## config.mk

```make
export PLATFORM = sky130hd
export DESIGN_NAME = fifo_word_packer
export DESIGN_NICKNAME = d
export VERILOG_FILES = /design/src/rtl/fifo_pkg.sv /design/src/rtl/packer_slot_bank.sv /design/src/rtl/fifo_word_packer.sv
export SDC_FILE = /design/constraint.sdc
export NUM_CORES = 1
export LEC_CHECK = 0
export BUFFER_PORTS_ARGS = -buffer_cell sky130_fd_sc_hd__buf_4
export CORE_ASPECT_RATIO = 0.6
export CORE_MARGIN = 1.5
export CORE_UTILIZATION = 32
export DETAILED_ROUTE_END_ITERATION = 8
export PLACE_DENSITY = 0.61
export SYNTH_ARGS = -nofsm -noshare
export SYNTH_HDL_FRONTEND = slang
export SYNTH_SLANG_ARGS = --single-unit
```

## constraint.sdc

```tcl
create_clock -name clock -period 4.78 [get_ports clock]
set_clock_uncertainty 0.15 [all_clocks]
set_input_delay 0.239 -clock clock [delete_from_list [all_inputs] [get_ports clock]]
set_output_delay 0.239 -clock clock [all_outputs]
set_load 0.05 [all_outputs]
```

## src/rtl/fifo_pkg.sv

```systemverilog
// Shared defaults, packer state encoding and word-width helper for the FIFO word packer.
// Optional feature macro used by the packer: PACKER_PARITY_EN.
package fifo_pkg;

    localparam int MSBD_DEF   = 3;
    localparam int PACK_DEF   = 4;
    localparam int MSBC_DEF   = 1;
    localparam int WORD_W_DEF = (MSBD_DEF + 1) * PACK_DEF;

    localparam logic [0:0] PK_FILL = 1'b0;
    localparam logic [0:0] PK_HOLD = 1'b1;

    function automatic int word_width(input int msbd, input int pack);
        return (msbd + 1) * pack;
    endfunction

endpackage

```

## src/rtl/packer_slot_bank.sv

```systemverilog
// PACK item registers written one slot at a time; exposes all slots as one flat word.
module packer_slot_bank
    import fifo_pkg::*;
#(
    parameter int MSBD = MSBD_DEF,
    parameter int PACK = PACK_DEF,
    parameter int MSBC = MSBC_DEF
) (
    input  logic                          clock,
    input  logic                          reset,
    input  logic                          we,
    input  logic [MSBC:0]                 idx,
    input  logic [MSBD:0]                 data,
    output logic [word_width(MSBD, PACK)-1:0] wordOut
);

    localparam int ITEM_W = MSBD + 1;

    // Slots are only ever overwritten; a new word replaces every slot before it is presented.
    for (genvar i = 0; i < PACK; i++) begin : g_slot
        always_ff @(posedge clock) begin
            if (reset) begin
                wordOut[i*ITEM_W +: ITEM_W] <= '0;
            end else if (we && (idx == (MSBC+1)'(i))) begin
                wordOut[i*ITEM_W +: ITEM_W] <= data;
            end
        end
    end

endmodule

```

## src/rtl/fifo_word_packer.sv

```systemverilog
// Drains a FIFO through pop/empty/dataOut and packs PACK items into one word on a valid/ready port.
// Optional feature macro: PACKER_PARITY_EN adds the registered wordParity output.
module fifo_word_packer
    import fifo_pkg::*;
#(
    parameter int MSBD = MSBD_DEF,
    parameter int PACK = PACK_DEF,
    parameter int MSBC = MSBC_DEF
) (
    input  logic                              clock,
    input  logic                              reset,
    input  logic [MSBD:0]                     dataIn,
    input  logic                              empty,
    input  logic                              push,
    output logic                              pop,
    output logic [word_width(MSBD, PACK)-1:0] wordOut,
    output logic                              wordValid,
    input  logic                              wordReady,
`ifdef PACKER_PARITY_EN
    output logic [MSBC:0]                     fillCount,
    output logic                              wordParity
`else
    output logic [MSBC:0]                     fillCount
`endif
);

    localparam int            ITEM_W   = MSBD + 1;
    localparam logic [MSBC:0] LAST_IDX = (MSBC+1)'(PACK - 1);

    logic [0:0] state;
    logic       accept;
    logic       last_item;

    // A pop that coincides with a FIFO push is ignored by the FIFO, so only pop & ~push consumes an item.
    assign pop       = (state == PK_FILL) && !empty && !reset;
    assign accept    = pop && !push;
    assign last_item = (fillCount == LAST_IDX);
    assign wordValid = (state == PK_HOLD);

    always_ff @(posedge clock) begin
        if (reset) begin
            state     <= PK_FILL;
            fillCount <= '0;
        end else begin
            case (state)
                PK_FILL: begin
                    if (accept) begin
                        if (last_item) begin
                            fillCount <= '0;
                            state     <= PK_HOLD;
                        end else begin
                            fillCount <= fillCount + 1'b1;
                        end
                    end
                end
                default: begin
                    if (wordReady) begin
                        state <= PK_FILL;
                    end
                end
            endcase
        end
    end

    packer_slot_bank #(
        .MSBD (MSBD),
        .PACK (PACK),
        .MSBC (MSBC)
    ) u_slot_bank (
        .clock   (clock),
        .reset   (reset),
        .we      (accept),
        .idx     (fillCount),
        .data    (dataIn),
        .wordOut (wordOut)
    );

`ifdef PACKER_PARITY_EN
    // Lower slots already hold this word's items when the last one arrives, so fold in dataIn directly.
    always_ff @(posedge clock) begin
        if (reset) begin
            wordParity <= 1'b0;
        end else if (accept && last_item) begin
            wordParity <= (^wordOut[ITEM_W*(PACK-1)-1:0]) ^ (^dataIn);
        end
    end
`endif

endmodule

```

Word level (Yosys, flattened, before mapping)
Cells that the tools add are included.

Register bits: 19.

Add/subtract/negate cells: 1. Reductions and logical operators: 12. Bitwise operators: 1. Eq/ne operators: 3. Multiplexer cells: 5.

Operators with widths (count): $logic_and 1x1->1 (7); $eq 2x2->1 const B (2); $mux 1 (4); $logic_not 1->1 (3); $add 2x1->2 const B (1); $eq 2x1->1 const B (1); $logic_not 2->1 (1); $mux 2 (1); $reduce_and 2->1 (1); $not 1->1 (1).

Longest topological paths before layout
Gate-level depths: netlist of run 1.

Word-level depth: 6. Depth in mapped cells: 5.

Modules after synthesis
A second synthesis of run 1 with hierarchy kept.

Cell total of the unflattened synthesis: 76. Area total of the unflattened synthesis: 809.5 µm².

Modules (own cells, without submodules): packer_slot_bank (area each 653.1 µm², cells each 60, times used 1); fifo_word_packer (area each 156.4 µm², cells each 16, times used 1).

Worst setup path after synthesis of run 1
Ideal clock, no wire load.

Path kind: reg-to-output. Start point: reg state (netlist: wordValid). End point: out pop. Buffers on the path: 0. Data arrival time: 1.668 ns. Setup slack: 2.723 ns. Cell stages (with the launch flop): 2. Cells stage by stage: dfxtp_1 -> nor3_1.

Word-level cells in the longest chain between the ends: 3.

RTL lines: start, declared (RTL line fifo_word_packer.sv:30) `logic [0:0] state;`; start signal, assigned (RTL line fifo_word_packer.sv:42) `state <= PK_FILL;`; start signal, assigned (RTL line fifo_word_packer.sv:50) `state <= PK_HOLD;`; start signal, assigned (RTL line fifo_word_packer.sv:58) `state <= PK_FILL;`; $not 1->1 (no source line); $logic_and 1x1->1 (2 in series) (RTL line fifo_word_packer.sv:35) `assign pop = (state == PK_FILL) && !empty && !reset;`; end, declared (RTL line fifo_word_packer.sv:15) `output logic pop,`.

No other way between the ends.

Final worst setup path of run 1
Start point: reg state (netlist: wordValid). End point: reg u_slot_bank.wordOut[14].

Word-level cells in the longest chain between the ends: 5.

RTL lines: $not 1->1 (no source line); $logic_and 1x1->1 (2 in series) (RTL line fifo_word_packer.sv:35); $logic_and 1x1->1 (RTL line fifo_word_packer.sv:36) `assign accept = pop && !push;`; $logic_and 1x1->1 (RTL line packer_slot_bank.sv:24) `end else if (we && (idx == (MSBC+1)'(i))) begin`; end signal, assigned by index (RTL line packer_slot_bank.sv:25) `wordOut[i*ITEM_W +: ITEM_W] <= data;`; end, declared (RTL line packer_slot_bank.sv:14) `output logic [word_width(MSBD, PACK)-1:0] wordOut`.

No other way between the ends. A chain may end at the register's enable or synchronous reset.

==> results of run 1 <==
==> critical path: cells and delay by family (launching register included) <==
family	cells	cell delay (ns)
AOI/OAI and AO/OA	2	0.37
DFF	1	0.36
and+or+nand+nor	1	0.82
==> state kept, by name, indices dropped and copies added (netlist names) <==
| register | flops |
|---|---|
| u_slot_bank.wordOut | 16 |
| fillCount | 2 |
| wordValid | 1 |
==> power breakdown <==
group,internal (W),switching [W]
Sequential,0.000160,0.00000146
Combinational,0.0000107,0.0000228
Clock,0.0000580,0.0000540
==> worst max-delay path by stage <==
| stage | end | slack [ns] | cells after the start |
|---|---|---|---|
| finish | u_slot_bank.wordOut[14] | 2.97 | 3 |
| global route | u_slot_bank.wordOut[14] | 2.82 | 3 |
| CTS | u_slot_bank.wordOut[13] | 2.95 | 3 |
| detailed placement | u_slot_bank.wordOut[9] | 2.91 | 4 |
| global placement | u_slot_bank.wordOut[10] | 2.97 | 4 |
| floorplan | pop | 2.72 | 1 |
==> cells in the final DEF, fill, tap and decap left out <==
cell type	netlist	routed
sky130_fd_sc_hd__o21ai_1	6	6
sky130_fd_sc_hd__nand2_1	3	3
sky130_fd_sc_hd__clkbuf_8	0	3
sky130_fd_sc_hd__a21oi_1	19	19
sky130_fd_sc_hd__dfxtp_1	19	19
sky130_fd_sc_hd__nor3_1	1	1
sky130_fd_sc_hd__o21ai_0	8	8
sky130_fd_sc_hd__inv_1	6	6
sky130_fd_sc_hd__nor2b_1	1	1
sky130_fd_sc_hd__nand3_1	17	17
sky130_fd_sc_hd__nor4_4	1	1
sky130_fd_sc_hd__nor2_1	1	1
sky130_fd_sc_hd__o21ai_2	2	2
sky130_fd_sc_hd__clkinv_2	0	1
sky130_fd_sc_hd__or4_1	1	1
sky130_fd_sc_hd__buf_4	0	28
sky130_fd_sc_hd__ha_1	4	4
==> per-layer routing <==
metal,GRT usage,vias up,part of all wire
li1,-,384,-
met1,0.2085,335,0.46
met2,0.2154,35,0.44
met3,0.06720,2,0.093
met4,0.05098,0,0.0051
met5,0,-,0
==> cells in the mapped netlist <==
master	count	area share
sky130_fd_sc_hd__nor2b_1	1	0.0075
sky130_fd_sc_hd__dfxtp_1	19	0.46
sky130_fd_sc_hd__nand3_1	17	0.10
sky130_fd_sc_hd__nor2_1	1	0.0045
sky130_fd_sc_hd__inv_1	6	0.027
sky130_fd_sc_hd__buf_6	2	0.027
sky130_fd_sc_hd__or4_1	1	0.0091
sky130_fd_sc_hd__dlymetal6s2s_1	1	0.015
sky130_fd_sc_hd__nor4_4	1	0.026
sky130_fd_sc_hd__a21oi_1	19	0.11
sky130_fd_sc_hd__nor3_1	1	0.0060
sky130_fd_sc_hd__buf_8	1	0.018
sky130_fd_sc_hd__o21ai_0	8	0.048
sky130_fd_sc_hd__ha_1	4	0.060
sky130_fd_sc_hd__nand2_1	3	0.014
sky130_fd_sc_hd__o21ai_1	6	0.036
sky130_fd_sc_hd__clkbuf_1	1	0.0045
sky130_fd_sc_hd__o21ai_2	2	0.021
==> metrics by stage <==
stage                     area (sq um)    util  power (W)  hold WS, ns  instances
after CTS                         1072  0.4311  0.0003100       0.1093        153
after global routing              1072  0.4311  0.0003214       0.1110        153
after floorplan                  829.5       -  0.0001870       0.2367         94
final                             1072  0.4311  0.0003071       0.1096        153
after detailed placement          1026  0.4125  0.0001984       0.3175        149
after global placement            1026  0.4125  0.0001978       0.3136        149
==> logic make-up (layout without fill, tap and decap cells) <==
family / Yosys count / count (layout) / share of synthesized area
AO/OA/AOI/OAI: 35 / 35 / 0.2202
AND/OR/NAND/NOR: 25 / 25 / 0.1689
flip-flops: 19 / 19 / 0.4585
buffers and inverters: 11 / 38 / 0.09199
adder cells (fa/ha/maj): 4 / 4 / 0.06033
==> cell type report <==
class                           count  area (sq um)  share of cell area
Clock buffer                        3         41.29             0.03851
Tap cell                           32         40.04             0.03734
Timing Repair Buffer               28         210.2              0.1960
Multi-Input combinational cell     64         372.9              0.3477
Clock inverter                      1         5.005            0.004667
Inverter                            6         22.52             0.02100
Sequential cell                    19         380.4              0.3547
==> metrics.txt, run 1 <==
Post-Place Worst Slack=~2.9 ns; path category of the worst min-delay check=primary input to flop; GPL Wtd Cong=0.7096; area inside the core boundary=about 2500 sq um; Distinct cells, synth=18; endpoint of the worst hold path=u_slot_bank.wordOut[4]; number of I/O pins=29; pwr dens=about 290 nW/um^2; share of final-layout standard cells stronger than drive strength 1=0.2893; leakage dissipation=0.4189 nW; master of the slowest instance on the critical path=sky130_fd_sc_hd__or4_1; initial antenna violation count=0; Reg2Reg Launch Point=wordValid; Clock Tree Root=sky130_fd_sc_hd__clkbuf_8; count of instances resized after the clock tree is built=0; number of search-and-repair iterations in the first detailed-routing pass=4; yosys warns=0; worst r2r dst=u_slot_bank.wordOut[14]; clock slew seen by the registers of the worst setup and hold paths=about 0.070 ns; kind of critical path=flop to flop; min Tclk post-route=1.813 ns; vias in the first global route=between 700 and 800; mean cell area of the mapped netlist=a little under 9 sq um; antenna-violating nets left=0; Fill cells=between 200 and 300; pin count of the biggest net entering global routing=23; # H-tree levels=1; Post-Synthesis Cells=94; std cell rows=14; GR Util All Layers=0.1535; critical hold path startpoint=dataIn[0]; number of endpoints failing setup at the final stage=0; TritonCTS clock tree=done; unrepaired setup endpoints after global routing=false; post-synth design cell area=829.5 sq um; reg-to-reg setup timing slack=around 3.0 ns; DIE WIDTH=68.73 um; via count of the routed design=approximately 760; DRC=0; ANT cells=0; cts hold-fix bufs=0; share of the cycle needed by the critical path after routing=0.3794; synthesized flop and latch total=19; Startpoint Class=flop; number of clock sinks=19; die height=42.44 um; wire length per cell=12.70 um; Final Hold Vio Count=0; final worst-path setup slack=about 3 ns; GRT overflow=0; HPWL after detailed placement=between 1000 and 1500 um; Data arrival, critical path=between 1.5 and 2 ns; routed via count divided by cell count=between 4 and 5; required time of the worst setup path=4.77 ns; largest driver fanout on the critical path=18; area of the die=around 3000 sq um; CP Launch Point=wordValid; cell count of the worst hold path=3; result of the run=finished, final reports clean; slew of the pin with the lowest slew margin=about 0.9 ns; maximum vdd drop=around 0.00012 V; max-cap check violation count=0; proportion of synthesized chip area in sequential cells=0.4585; wirelength, routed=1943 um; number of buffers added by the clock tree synthesis step=3; post-layout net count=~140; kind of capture point of the worst setup path=flop; delay of the slowest critical-path stage=slightly above 0.8 ns; worst max-slew margin expressed relative to the limit=0.3973; number of port buffers=28; Area Growth Syn to Fin=29.26%; f_max=~550 MHz; initial DRC count=~70; number of max-slew violations in the final report=0; critical path, cell by cell=or4_1 > o21ai_0 > a21oi_1; worst-case reg-to-reg path depth=3; final setup TNS=0 ns; latest clock arrival within the worst-skew pair=roughly 0.25 ns; wire length of the first global-routing pass=approximately 3300 um; Setup Fix Bufs, Post-CTS=0; syn_nets=107; maximum number of buffers from clock root to sink=2; starting density of the core=0.3335
Note: power is estimated with default switching activity, not from simulation.
==> run 2: changes to the inputs <==
==> constraint.sdc (replaced) <==
create_clock -name clock -period 1.9 [get_ports clock]
set_clock_uncertainty 0.15 [all_clocks]
set_input_delay 0.095 -clock clock [delete_from_list [all_inputs] [get_ports clock]]
set_output_delay 0.095 -clock clock [all_outputs]
set_load 0.05 [all_outputs]
==> metrics.txt, run 2 (synthesized netlist as in run 1, its figures left out) <==
number of buffers added by the clock tree synthesis step=3 (unchanged); path category of the worst min-delay check=primary input to flop; initial antenna violation count=0 (unchanged); number of max-slew violations in the final report=0 (unchanged); Area Growth Syn to Fin=37.56%; via count of the routed design=791 (+4.6%); kind of capture point of the worst setup path=flop; met3 wire length=118 um (-35%); TritonCTS clock tree=done; result of the run=finished, final reports clean; Data arrival, critical path=1.64 ns (-0.16 ns); area inside the core boundary=2487 sq um (unchanged); worst max-slew margin expressed relative to the limit=0.8402 (+0.4428); number of search-and-repair iterations in the first detailed-routing pass=4 (unchanged); post-layout net count=142 (+5.2%); max-cap check violation count=0 (unchanged); Fill cells=264 (-0.38%); Startpoint Class=flop; clock slew seen by the registers of the worst setup and hold paths=0.07 ns (about the same); GR Util All Layers=0.1575 (+0.003968); DRC=0 (unchanged); number of endpoints failing setup at the final stage=0 (unchanged); reg-to-reg setup timing slack=0.25 ns (-2.72 ns); wirelength, routed=2029 um (+4.4%); WHS=0.03342 ns (-0.07616 ns); largest driver fanout on the critical path=18 (unchanged); unrepaired setup endpoints after global routing=false; f_max=605.5 MHz (+9.8%); latest clock arrival within the worst-skew pair=0.26 ns (about the same); ANT cells=0 (unchanged); leakage dissipation=0.4482 nW (+7.0%); GRT overflow=0 (unchanged); wire length per cell=12.68 um (-0.14%); most frequent cells in the layout=sky130_fd_sc_hd__buf_4, sky130_fd_sc_hd__a21oi_1, sky130_fd_sc_hd__dfxtp_1; DRT met1 WL=976 um (+9.4%); HPWL after detailed placement=1453 um (+4.2%); maximum number of buffers from clock root to sink=2 (unchanged); required time of the worst setup path=1.89 ns (-2.88 ns); area of the die=2917 sq um (unchanged); share of final-layout standard cells stronger than drive strength 1=0.2891 (about the same); Clock Tree Root=sky130_fd_sc_hd__clkbuf_8; maximum vdd drop=0.0002658 V (+120%); Final Hold Vio Count=0 (unchanged); count of instances resized after the clock tree is built=0 (unchanged); final setup TNS=0 ns (unchanged); number of I/O pins=29 (unchanged); wire length of the first global-routing pass=3374 um (+2.5%); std cell rows=14 (unchanged); DIE WIDTH=68.73 um (unchanged); number of clock sinks=19 (unchanged); kind of critical path=flop to flop; GPL Wtd Cong=0.7381 (+4.0%); share of the cycle needed by the critical path after routing=0.8692 (+0.4899); commonest non-fill, non-tap cell in the layout=sky130_fd_sc_hd__buf_4; Post-Place Worst Slack=0.2929 ns (-2.615 ns); die height=42.44 um (unchanged); Post-Route Utilization=0.4588 (+0.02767); # H-tree levels=1 (unchanged); antenna-violating nets left=0 (unchanged); min Tclk post-route=1.652 ns (-0.1618 ns); wire length on met2=915 um (+6.5%); final worst-path setup slack=0.2485 ns (-2.718 ns); initial DRC count=18 (-74%); Largest register FFs=16 (unchanged); pwr dens=685.0 nW/um^2 (+140%); register with the most flip-flops=u_slot_bank.wordOut; vias in the first global route=717 (+0.14%); starting density of the core=0.3335 (unchanged); pin count of the biggest net entering global routing=23 (unchanged); slew of the pin with the lowest slew margin=0.2398 ns (-0.6575 ns); number of port buffers=28 (unchanged); routed via count divided by cell count=4.944 (about the same); top layer used by detailed routing=met4
==> run 2: critical path, stage by stage (launching register included) <==
cell	delay [ns]
sky130_fd_sc_hd__dfxtp_1	0.37
sky130_fd_sc_hd__or4_1	0.51
sky130_fd_sc_hd__buf_4	0.21
sky130_fd_sc_hd__o21ai_0	0.21
sky130_fd_sc_hd__a21oi_1	0.09
==> run 2: what timing repair did <==
| action | CTS | global route |
|---|---|---|
| hold buffers | 5 | 0 |
| endpoints found under the hold margin | 17 | 0 |
| buffers inserted | 0 | 0 |
==> run 2: final timing paths <==
path | start | endpoint | depth (start not counted)
min reg2reg | u_slot_bank.wordOut[15] | u_slot_bank.wordOut[15] | 2
min | reset | u_slot_bank.wordOut[3] | 2
max reg2reg | wordValid | u_slot_bank.wordOut[10] | 4
max | wordValid | u_slot_bank.wordOut[10] | 4
==> run 2: layout make-up <==
cell class | count | area, sq um | area share
timing repair buffer | 35 | 275.3 | 0.2412
tap | 32 | 40.04 | 0.03509
inverter | 6 | 22.52 | 0.01974
multi-input combinational | 64 | 377.9 | 0.3311
sequential | 19 | 380.4 | 0.3333
clock buffer | 4 | 45.04 | 0.03947
==> run 2: layer usage <==
metal / up-vias / track usage
li1: 401 / -
met1: 363 / 0.2072
met2: 23 / 0.2327
met4: 0 / 0.03529
met3: 4 / 0.07527
met5: - / 0
==> run 2: report_power, final <==
part | total (W) | leakage, nW | switching (W) | internal, W
Clock | 0.000279 | 0.0228 | 0.000130 | 0.000149
Combinational | 0.0000957 | 0.272 | 0.0000600 | 0.0000357
Sequential | 0.000407 | 0.153 | 0.00000389 | 0.000403
Total | 0.000782 | 0.448 | 0.000194 | 0.000588
==> run 2: metrics by stage <==
step | power (W) | instance area, sq um | cells
after floorplan | 0.0004710 | 834.6 | 94
after global placement | 0.0005013 | 1046 | 151
after detailed placement | 0.0005025 | 1046 | 151
after CTS | 0.0007888 | 1141 | 160
after global routing | 0.0008140 | 1141 | 160
final | 0.0007817 | 1141 | 160
==> run 3: changes to the inputs <==
==> constraint.sdc (replaced) <==
create_clock -name clock -period 1.9 [get_ports clock]
set_clock_uncertainty 0.15 [all_clocks]
set_input_delay 0.38 -clock clock [delete_from_list [all_inputs] [get_ports clock]]
set_output_delay 0.38 -clock clock [all_outputs]
set_load 0.05 [all_outputs]
==> metrics.txt, run 3 (synthesized netlist as in run 1, its figures left out) <==
register with the most flip-flops=u_slot_bank.wordOut; maximum number of buffers from clock root to sink=2 (unchanged); Post-Place Worst Slack=0.1303 ns (-0.1626 ns); cell count of the worst hold path=3 (+1); post-layout net count=138 (-2.8%); Setup Fix Bufs, Post-CTS=0 (unchanged); critical hold path startpoint=dataIn[1]; area of the die=2917 sq um (unchanged); largest driver fanout on the critical path=18 (unchanged); wire length of the first global-routing pass=3167 um (-6.1%); number of buffers added by the clock tree synthesis step=3 (unchanged); count of instances resized after the clock tree is built=0 (unchanged); Clock Tree Root=sky130_fd_sc_hd__clkbuf_8; post-detailed-placement cell area=1054 sq um (+0.72%); required time of the worst setup path=1.88 ns (about the same); most frequent cells in the layout=sky130_fd_sc_hd__buf_4, sky130_fd_sc_hd__a21oi_1, sky130_fd_sc_hd__dfxtp_1; final cell area excluding filler cells=1100 sq um (-3.6%); area inside the core boundary=2487 sq um (unchanged); vias in the first global route=707 (-1.4%); share of final-layout standard cells stronger than drive strength 1=0.3145 (+0.02545); min Tclk post-route=1.625 ns (-0.02629 ns); number of endpoints failing setup at the final stage=0 (unchanged); met3 wire length=120 um (+1.7%); placed insts=152 (+0.66%); maximum vdd drop=0.0002910 V (+9.5%); number of clock sinks=19 (unchanged); cts hold-fix bufs=0 (-5); routed via count divided by cell count=4.981 (+0.75%); share of the cycle needed by the critical path after routing=0.8554 (-0.01384); kind of capture point of the worst setup path=flop; DRC=0 (unchanged); commonest non-fill, non-tap cell in the layout=sky130_fd_sc_hd__buf_4; wire length per cell=12.23 um (-3.6%); GRT overflow=0 (unchanged); pwr dens=700.2 nW/um^2 (+2.2%); initial antenna violation count=0 (unchanged); worst r2r dst=u_slot_bank.wordOut[13]; Area Growth Syn to Fin=32.58%; # H-tree levels=1 (unchanged); path category of the worst min-delay check=primary input to flop; max-cap check violation count=0 (unchanged); Startpoint Class=flop; std cell rows=14 (unchanged); endpoint of the worst hold path=u_slot_bank.wordOut[9]; wire length on met2=888 um (-3.0%); result of the run=finished, final reports clean; kind of critical path=flop to flop; unrepaired setup endpoints after global routing=false; latest clock arrival within the worst-skew pair=0.25 ns (about the same); wirelength, routed=1908 um (-6.0%); Layout Cells excl Fill=156 (-2.5%); number of I/O pins=29 (unchanged); number of max-slew violations in the final report=0 (unchanged); f_max=615.3 MHz (+1.6%); initial DRC count=26 (+8); final setup TNS=0 ns (unchanged); Largest register FFs=16 (unchanged); top layer used by detailed routing=met4; final worst-path setup slack=0.2748 ns (+0.02629 ns); slew of the pin with the lowest slew margin=0.2439 ns (+0.004170 ns); worst max-slew margin expressed relative to the limit=0.8374 (-0.002780); HPWL after detailed placement=1409 um (-3.0%); DIE WIDTH=68.73 um (unchanged); GPL Wtd Cong=0.7350 (-0.42%); leakage dissipation=0.4349 nW (-3.0%); GR Util All Layers=0.1506 (-0.006960); number of search-and-repair iterations in the first detailed-routing pass=4 (unchanged); pin count of the biggest net entering global routing=22 (-4.3%); via count of the routed design=777 (-1.8%); TritonCTS clock tree=done; starting density of the core=0.3335 (unchanged); reg-to-reg setup timing slack=0.27 ns (+0.03 ns); die height=42.44 um (unchanged); worst-case reg-to-reg path depth=4 (unchanged); DRT met1 WL=893 um (-8.5%); Reg2Reg Launch Point=wordValid; Data arrival, critical path=1.61 ns (-0.03 ns); ANT cells=0 (unchanged); number of port buffers=28 (unchanged); Final Hold Vio Count=0 (unchanged); clock slew seen by the registers of the worst setup and hold paths=0.07 ns (about the same); antenna-violating nets left=0 (unchanged)
==> run 3: cell types whose count changed in the layout (fill, tap and decap cells not counted), sizes merged <==
cell	before	now
buf	30	31
clkbuf	4	3
clkinv	0	1
dlygate4sd3	5	0
==> run 3: critical path, cell delays in order (launching register included) <==
cell                      delay, ns
sky130_fd_sc_hd__dfxtp_1       0.37
sky130_fd_sc_hd__or4_1         0.51
sky130_fd_sc_hd__buf_4         0.21
sky130_fd_sc_hd__o21ai_0       0.18
sky130_fd_sc_hd__a21oi_1       0.09
==> run 3: final cells by class <==
class | count | area (sq um)
fillers | 263 | 1388
flip-flops and latches | 19 | 380.4
multi-input cells | 64 | 377.9
repair buffers | 31 | 232.7
clock buffers | 3 | 41.29
well taps | 32 | 40.04
inverters | 6 | 22.52
clock inverters | 1 | 5.005
==> run 3: where the power goes <==
group | internal [W] | switching (W) | total, W | leakage, nW
registers | 0.000403 | 0.00000349 | 0.000406 | 0.153
clock network | 0.000146 | 0.000130 | 0.000275 | 0.0255
logic | 0.0000304 | 0.0000581 | 0.0000886 | 0.256
==> run 3: worst max path at each step <==
stage	from	cells after the start	end	slack [ns]
floorplan	wordValid	5	u_slot_bank.wordOut[0]	0.09
global route	wordValid	4	u_slot_bank.wordOut[13]	0.16
finish	wordValid	4	u_slot_bank.wordOut[13]	0.27
global placement	empty	5	u_slot_bank.wordOut[6]	0.16
CTS	wordValid	4	u_slot_bank.wordOut[12]	0.27
detailed placement	empty	5	u_slot_bank.wordOut[14]	0.13
==> run 3: layer usage <==
metal  track usage  vias up
met1        0.1983      364
met2        0.2212       22
met5             0        -
met3       0.06452        2
met4       0.04706        0
li1              -      389
==> run 3: stage by stage <==
step | utilization | hold slack [ns] | total power [W]
6_report | 0.4422 | 0.2539 | 0.0007701
5_1_grt | 0.4422 | 0.2533 | 0.0008234
4_1_cts | 0.4422 | 0.2489 | 0.0007825
3_5_place_dp | 0.4235 | 0.3143 | 0.0005045
3_3_place_gp | 0.4235 | 0.3083 | 0.0005023
2_1_floorplan | - | 0.3777 | 0.0004710
